==> config.mk <==
export PLATFORM = sky130hd
export DESIGN_NAME = pentary_to_binary_conv
export DESIGN_NICKNAME = d
export VERILOG_FILES = /design/src/rtl/pentary_to_binary_conv.sv
export SDC_FILE = /design/constraint.sdc
export NUM_CORES = 1
export LEC_CHECK = 0
export BUFFER_PORTS_ARGS = -buffer_cell sky130_fd_sc_hd__clkbuf_2
export CAP_MARGIN = 20
export CORE_MARGIN = 5
export CORE_UTILIZATION = 43
export CTS_CLUSTER_DIAMETER = 50
export DETAILED_ROUTE_END_ITERATION = 10
export MAX_ROUTING_LAYER = met4
export SYNTH_ARGS = -nofsm -noshare
export SYNTH_HDL_FRONTEND = slang
export SYNTH_SLANG_ARGS = --single-unit
==> constraint.sdc <==
create_clock -name clk -period 10.5 [get_ports clk]
set_input_delay 0.525 -clock clk [delete_from_list [all_inputs] [get_ports clk]]
set_output_delay 0.525 -clock clk [all_outputs]
set_load 0.01 [all_outputs]
==> src/rtl/pentary_to_binary_conv.sv <==
// pentary_to_binary_conv
//   Converts a 16-digit balanced-pentary sum word plus its carry-out digit into a
//   two's-complement binary integer. It uses Horner evaluation, most significant
//   digit first, one digit per clock: acc = 5*acc + d.
//   Optional feature macro: PENT_CONV_ERRCHK_EN. When it is defined, any illegal
//   digit code in an accepted word raises out_err for that word.

// Flags a 3-bit digit code outside the legal set 000..100.
module pentary_digit_chk (
   input  logic [2:0] code,
   output logic       illegal
);
   // 101, 110 and 111 are the only codes with bit 2 set alongside a low bit.
   assign illegal = code[2] & (code[1] | code[0]);
endmodule

module pentary_to_binary_conv #(
   parameter int DIGITS = 16,
   parameter int OUT_W  = 40
) (
   input  logic                  clk,
   input  logic                  rst,
   input  logic                  in_valid,
   output logic                  in_ready,
   input  logic [3*DIGITS-1:0]   in_digits,
   input  logic [2:0]            in_carry,
   output logic                  out_valid,
   input  logic                  out_ready,
   output logic [OUT_W-1:0]      out_data,
   output logic                  out_err
);

   // The word includes the carry digit on top.
   localparam int SR_W  = 3 * (DIGITS + 1);
   localparam int CNT_W = $clog2(DIGITS + 1);

   typedef enum logic [1:0] {IDLE, CONV, DONE} state_t;

   // Balanced-pentary digit decode. Illegal codes read as zero.
   function automatic logic signed [2:0] pent_dec(input logic [2:0] code);
      case (code)
         3'b000:  pent_dec = -3'sd2;
         3'b001:  pent_dec = -3'sd1;
         3'b011:  pent_dec = 3'sd1;
         3'b100:  pent_dec = 3'sd2;
         default: pent_dec = 3'sd0;
      endcase
   endfunction

   state_t                   state_q, state_d;
   logic [SR_W-1:0]          sr_q, sr_d;
   logic signed [OUT_W-1:0]  acc_q, acc_d;
   logic [CNT_W-1:0]         cnt_q, cnt_d;
   logic [OUT_W-1:0]         out_data_q, out_data_d;

   logic [SR_W-1:0]          word_in;
   logic                     accept;
   logic                     last_dig;
   logic signed [2:0]        msd_val;
   logic signed [OUT_W-1:0]  msd_ext;
   logic signed [OUT_W-1:0]  acc_nxt;

   assign word_in  = {in_carry, in_digits};

   // Reset overrides the handshake, so in_ready stays low while rst is high.
   assign in_ready = (state_q == IDLE) && !rst;
   assign accept   = in_valid && in_ready;
   assign last_dig = (state_q == CONV) && (cnt_q == '0);

   // Multiply by 5 as (acc<<2)+acc, then add the sign-extended MSD.
   assign msd_val  = pent_dec(sr_q[SR_W-1 -: 3]);
   assign msd_ext  = {{(OUT_W-3){msd_val[2]}}, msd_val};
   assign acc_nxt  = (acc_q <<< 2) + acc_q + msd_ext;

   // Next-state logic for the FSM, the shift register, the accumulator and the result register.
   always_comb begin
      state_d    = state_q;
      sr_d       = sr_q;
      acc_d      = acc_q;
      cnt_d      = cnt_q;
      out_data_d = out_data_q;
      case (state_q)
         IDLE: begin
            if (accept) begin
               sr_d    = word_in;
               acc_d   = '0;
               cnt_d   = CNT_W'(DIGITS);
               state_d = CONV;
            end
         end
         CONV: begin
            acc_d = acc_nxt;
            // Shift in zero-digit codes so the register never holds stale digits.
            sr_d  = {sr_q[SR_W-4:0], 3'b010};
            if (cnt_q == '0) begin
               out_data_d = acc_nxt;
               state_d    = DONE;
            end else begin
               cnt_d = cnt_q - CNT_W'(1);
            end
         end
         DONE: begin
            if (out_ready) state_d = IDLE;
         end
         default: state_d = IDLE;
      endcase
   end

   // State and datapath registers, with synchronous reset.
   always_ff @(posedge clk) begin
      if (rst) begin
         state_q    <= IDLE;
         sr_q       <= '0;
         acc_q      <= '0;
         cnt_q      <= '0;
         out_data_q <= '0;
      end else begin
         state_q    <= state_d;
         sr_q       <= sr_d;
         acc_q      <= acc_d;
         cnt_q      <= cnt_d;
         out_data_q <= out_data_d;
      end
   end

   assign out_valid = (state_q == DONE);
   assign out_data  = out_data_q;

`ifdef PENT_CONV_ERRCHK_EN
   logic [DIGITS:0] dig_bad;
   logic            err_word_q, err_word_d;
   logic            out_err_q, out_err_d;

   // Check each incoming digit, carry included, in parallel at accept time.
   for (genvar g = 0; g <= DIGITS; g++) begin : g_chk
      pentary_digit_chk u_chk (
         .code    (word_in[3*g +: 3]),
         .illegal (dig_bad[g])
      );
   end

   // Capture the word's error flag at accept and publish it together with the result.
   always_comb begin
      err_word_d = err_word_q;
      out_err_d  = out_err_q;
      if (accept) begin
         err_word_d = |dig_bad;
         out_err_d  = 1'b0;
      end else if (last_dig) begin
         out_err_d  = err_word_q;
      end
   end

   // Error flag registers.
   always_ff @(posedge clk) begin
      if (rst) begin
         err_word_q <= 1'b0;
         out_err_q  <= 1'b0;
      end else begin
         err_word_q <= err_word_d;
         out_err_q  <= out_err_d;
      end
   end

   assign out_err = out_err_q;
`else
   assign out_err = 1'b0;
`endif

endmodule
==> results.toml <==
[synth]
synth_compound_area_share_pct = 20.7
synth_area_um2 = 8630
ys_ff_latch = 138
syn-num-nets = 1249
synth-xor-area-share_pct = 4.67
yosys.area.top_type_share_pct = 32.0
synthAdderAreaFrac_pct = 14.4
synth_top_family_by_area = "compound AO/OA/AOI/OAI gates"
synth_area_leader_cell = "dfxtp_1"
ys_seq_area_share_pct = 32.0
postSynthAreaPerCell_um2 = 7.74
synth_commonest_cells = "dfxtp_1 (138), nand2_1 (127), nor2_1 (123)"
yosys.area_share.simple_pct = 20.0
syn_inst = 1114
synth_ff_type = "dfxtp_1"
synth_area_leaders = "dfxtp_1 (32%), fa_1 (7.4%), ha_1 (7.0%), nand2_1 (5.5%), a21oi_1 (5.5%)"
async_reset_ff_share_pct = 0
yosys_warnings = 0
synth_most_common_cell = "dfxtp_1"
yosysUniqueCellTypes = 67
synth_edf_count = 0
synthMuxAreaShare_pct = 0.348

[layout]
stdcell_area_um2 = 9890
drive_gt1_share_pct = 13.4
final_cells = 1449
n_antenna_cell = 0
areaGrowthSynthToFinish_pct = 14.6
nets = 1306

[placement]
place_congestion = 0.888
dp_slack_ns = 5.97
place_area_um2 = 9270
dpl.hpwl_mm = 15.2
dp_cells = 1416
port_buffers = 96

[critical_path]
cp-start-kind = "register"
worstPathRequired_ns = 10.88
crit_path_end_kind = "register"
worstPathCellList = "nor2_1 > buf_4 > inv_1 > buf_4 > fa_1 > inv_1 > ha_1 > a21oi_1 > o21ai_0 > a311oi_1 > a21bo_2 > nand2_1 > a21oi_1 > o21ai_1 > or4b_1 > nand3_1"
cp_max_fo = 18
cpMaxStageDelayCell = "inv_1"
cp_num_buf_inv = 4
path_class = "reg -> reg"
slowest_delay_ns = 0.52
crit_family = "compound AO/OA/AOI/OAI gates"
worst_ep_arrival_time_ns = 4.94

[timing]
worst_slack_ns = 5.95
drv_slew = 0
rsz0062_at_grt = "false"
final_hold_viol_count = 0
max_clock_freq_mhz = 220
worstMarginPinSlew_ns = 1.03
setup-violations-final = 0
max_slew_margin_pct = 31.0
setup_tns_ns = 0
final.period_utilization_pct = 43.4
finClkSkew_ns = 0.0109
fin_crit_ns = 4.55
hold_slack_ns = 0.301

[power]
ir_drop_mv = 0.155
pwr-share-seq_pct = 19.3
switching_power_mw = 1.97
intPower_mw = 2.01
powerDensity_nw_per_um2 = 402
p_comb_share_pct = 65.1
leakage_nw = 4.49
swShare_pct = 49.5
p_clk_share_pct = 15.7

[grt]
grt_pass1_vias = 7465
track_usage_pct = 20.3
grt_max_degree = 79
grt_antenna_before_repair = 0
grt_overflow_total = 0
grt_pass1_wl_mm = 36.5

[clocking]
clock_latency_ns = 0.44
root_buffer = "clkbuf_16"
post-cts-setup-buffers = 0
clockBufferDepth = 2
htreeDepth = 4
tritoncts = "yes"
cts_buffers = 17
ctsResizeCount = 0
clk_pin_slew_ns = 0.07
ctsHoldBuffers = 0
clkSinkCount = 138

[drt]
antenna_left = 0
wirelength_mm = 21.9
wl_per_cell_um = 15.1
drc = 0
drt-vias-per-instance = 5.26
vias = 7626
drt_first_pass_iters = 5
initialDrtViolationCount = 472

[floorplan]
fp.dieH_um = 152
die_x_um = 152
row_count = 51
core_um2 = 19600
io_pins = 98
start_util_pct = 44.0
dieArea_um2 = 23000

[job]
drv_cap = 0

[hold_path]
min_path_type = "in -> reg"

[outcome]
outcome = "complete, no violations"
layer usage:
layer	vias to the layer above	share of wire [%]	GRT usage [%]
li1	3879	-	-
met1	3586	49	26.7
met2	146	46	32.6
met3	15	3.7	3.39
met4	0	1.1	5.08
met5	-	0	-
worst reg2reg max path: cells and delay by family (launching register included):
kind | cells | cell delay, ns
AO/OA/AOI/OAI | 6 | 1.44
buffers and inverters | 4 | 1.22
adder cells (fa/ha/maj) | 2 | 0.76
AND/OR/NAND/NOR | 4 | 0.72
flip-flops | 1 | 0.38
per-stage QoR:
stage                     power [mW]  utilization [%]
after floorplan                 2.73                -
after global placement          3.36             47.3
after detailed placement        3.36             47.3
after CTS                       4.01             50.4
after global routing            4.37             50.5
final                           3.98             50.5
cell usage in the layout, fill, tap and decap left out, types with 5 or more instances in the layout:
| cell type | instances |
|---|---|
| clkbuf_16 | 17 |
| o21bai_1 | 7 |
| o21ai_0 | 65 |
| nor2b_1 | 7 |
| dfxtp_1 | 138 |
| inv_6 | 8 |
| nand3_1 | 35 |
| a21oi_1 | 94 |
| fa_1 | 32 |
| a22o_1 | 10 |
| nand4_1 | 15 |
| inv_1 | 108 |
| nor2_1 | 122 |
| buf_4 | 11 |
| nor3_1 | 48 |
| xor2_1 | 21 |
| a211oi_1 | 9 |
| o21ai_1 | 5 |
| a21o_1 | 29 |
| clkbuf_2 | 95 |
| ha_1 | 48 |
| a22oi_1 | 9 |
| nand2_1 | 125 |
| xnor2_1 | 25 |
| a31oi_1 | 12 |
final cells by class:
cell class / instances / area [um^2]
Clock inverter: 13 / 143
Timing Repair Buffer: 108 / 583
Multi-Input combinational cell: 798 / 5210
Sequential cell: 138 / 2760
Fill cell: 1956 / 9700
Tap cell: 265 / 332
Clock buffer: 19 / 453
Inverter: 108 / 405
cell families after synthesis:
| logic type | count (synthesis) |
|---|---|
| compound gates | 280 |
| other cells | 1 |
| buf+inv | 178 |
| mux | 3 |
| fa+ha+maj | 80 |
| simple gates | 388 |
| flops | 138 |
| xor+xnor | 46 |
power groups by stage:
stage          logic (mW)  registers (mW)  clock network [mW]
5_1_grt              2.93           0.787               0.655
2_1_floorplan        1.95           0.784                   0
4_1_cts              2.60           0.769               0.636
3_5_place_dp         2.58           0.778                   0
3_3_place_gp         2.58           0.776                   0
6_report             2.59           0.767               0.624
registers in the layout, summed over array words and instances, names as in the netlist:
register,cells
cnt_q,5
acc_q,40
state_q,2
out_data,40
sr_q,51
worst paths after layout:
kind	from	end	slack, ns	cells past startpoint
setup reg to reg	sr_q[50]$_SDFFE_PP0P_	out_data[26]$_SDFFE_PP0P_	5.95	16
hold reg to reg	out_data[18]$_SDFFE_PP0P_	out_data[18]$_SDFFE_PP0P_	0.45	2
hold / removal	in_digits[0]	sr_q[0]$_SDFFE_PP0P_	0.30	3
setup / recovery	sr_q[50]$_SDFFE_PP0P_	out_data[26]$_SDFFE_PP0P_	5.95	16
Power figures use the tool's default switching activity.
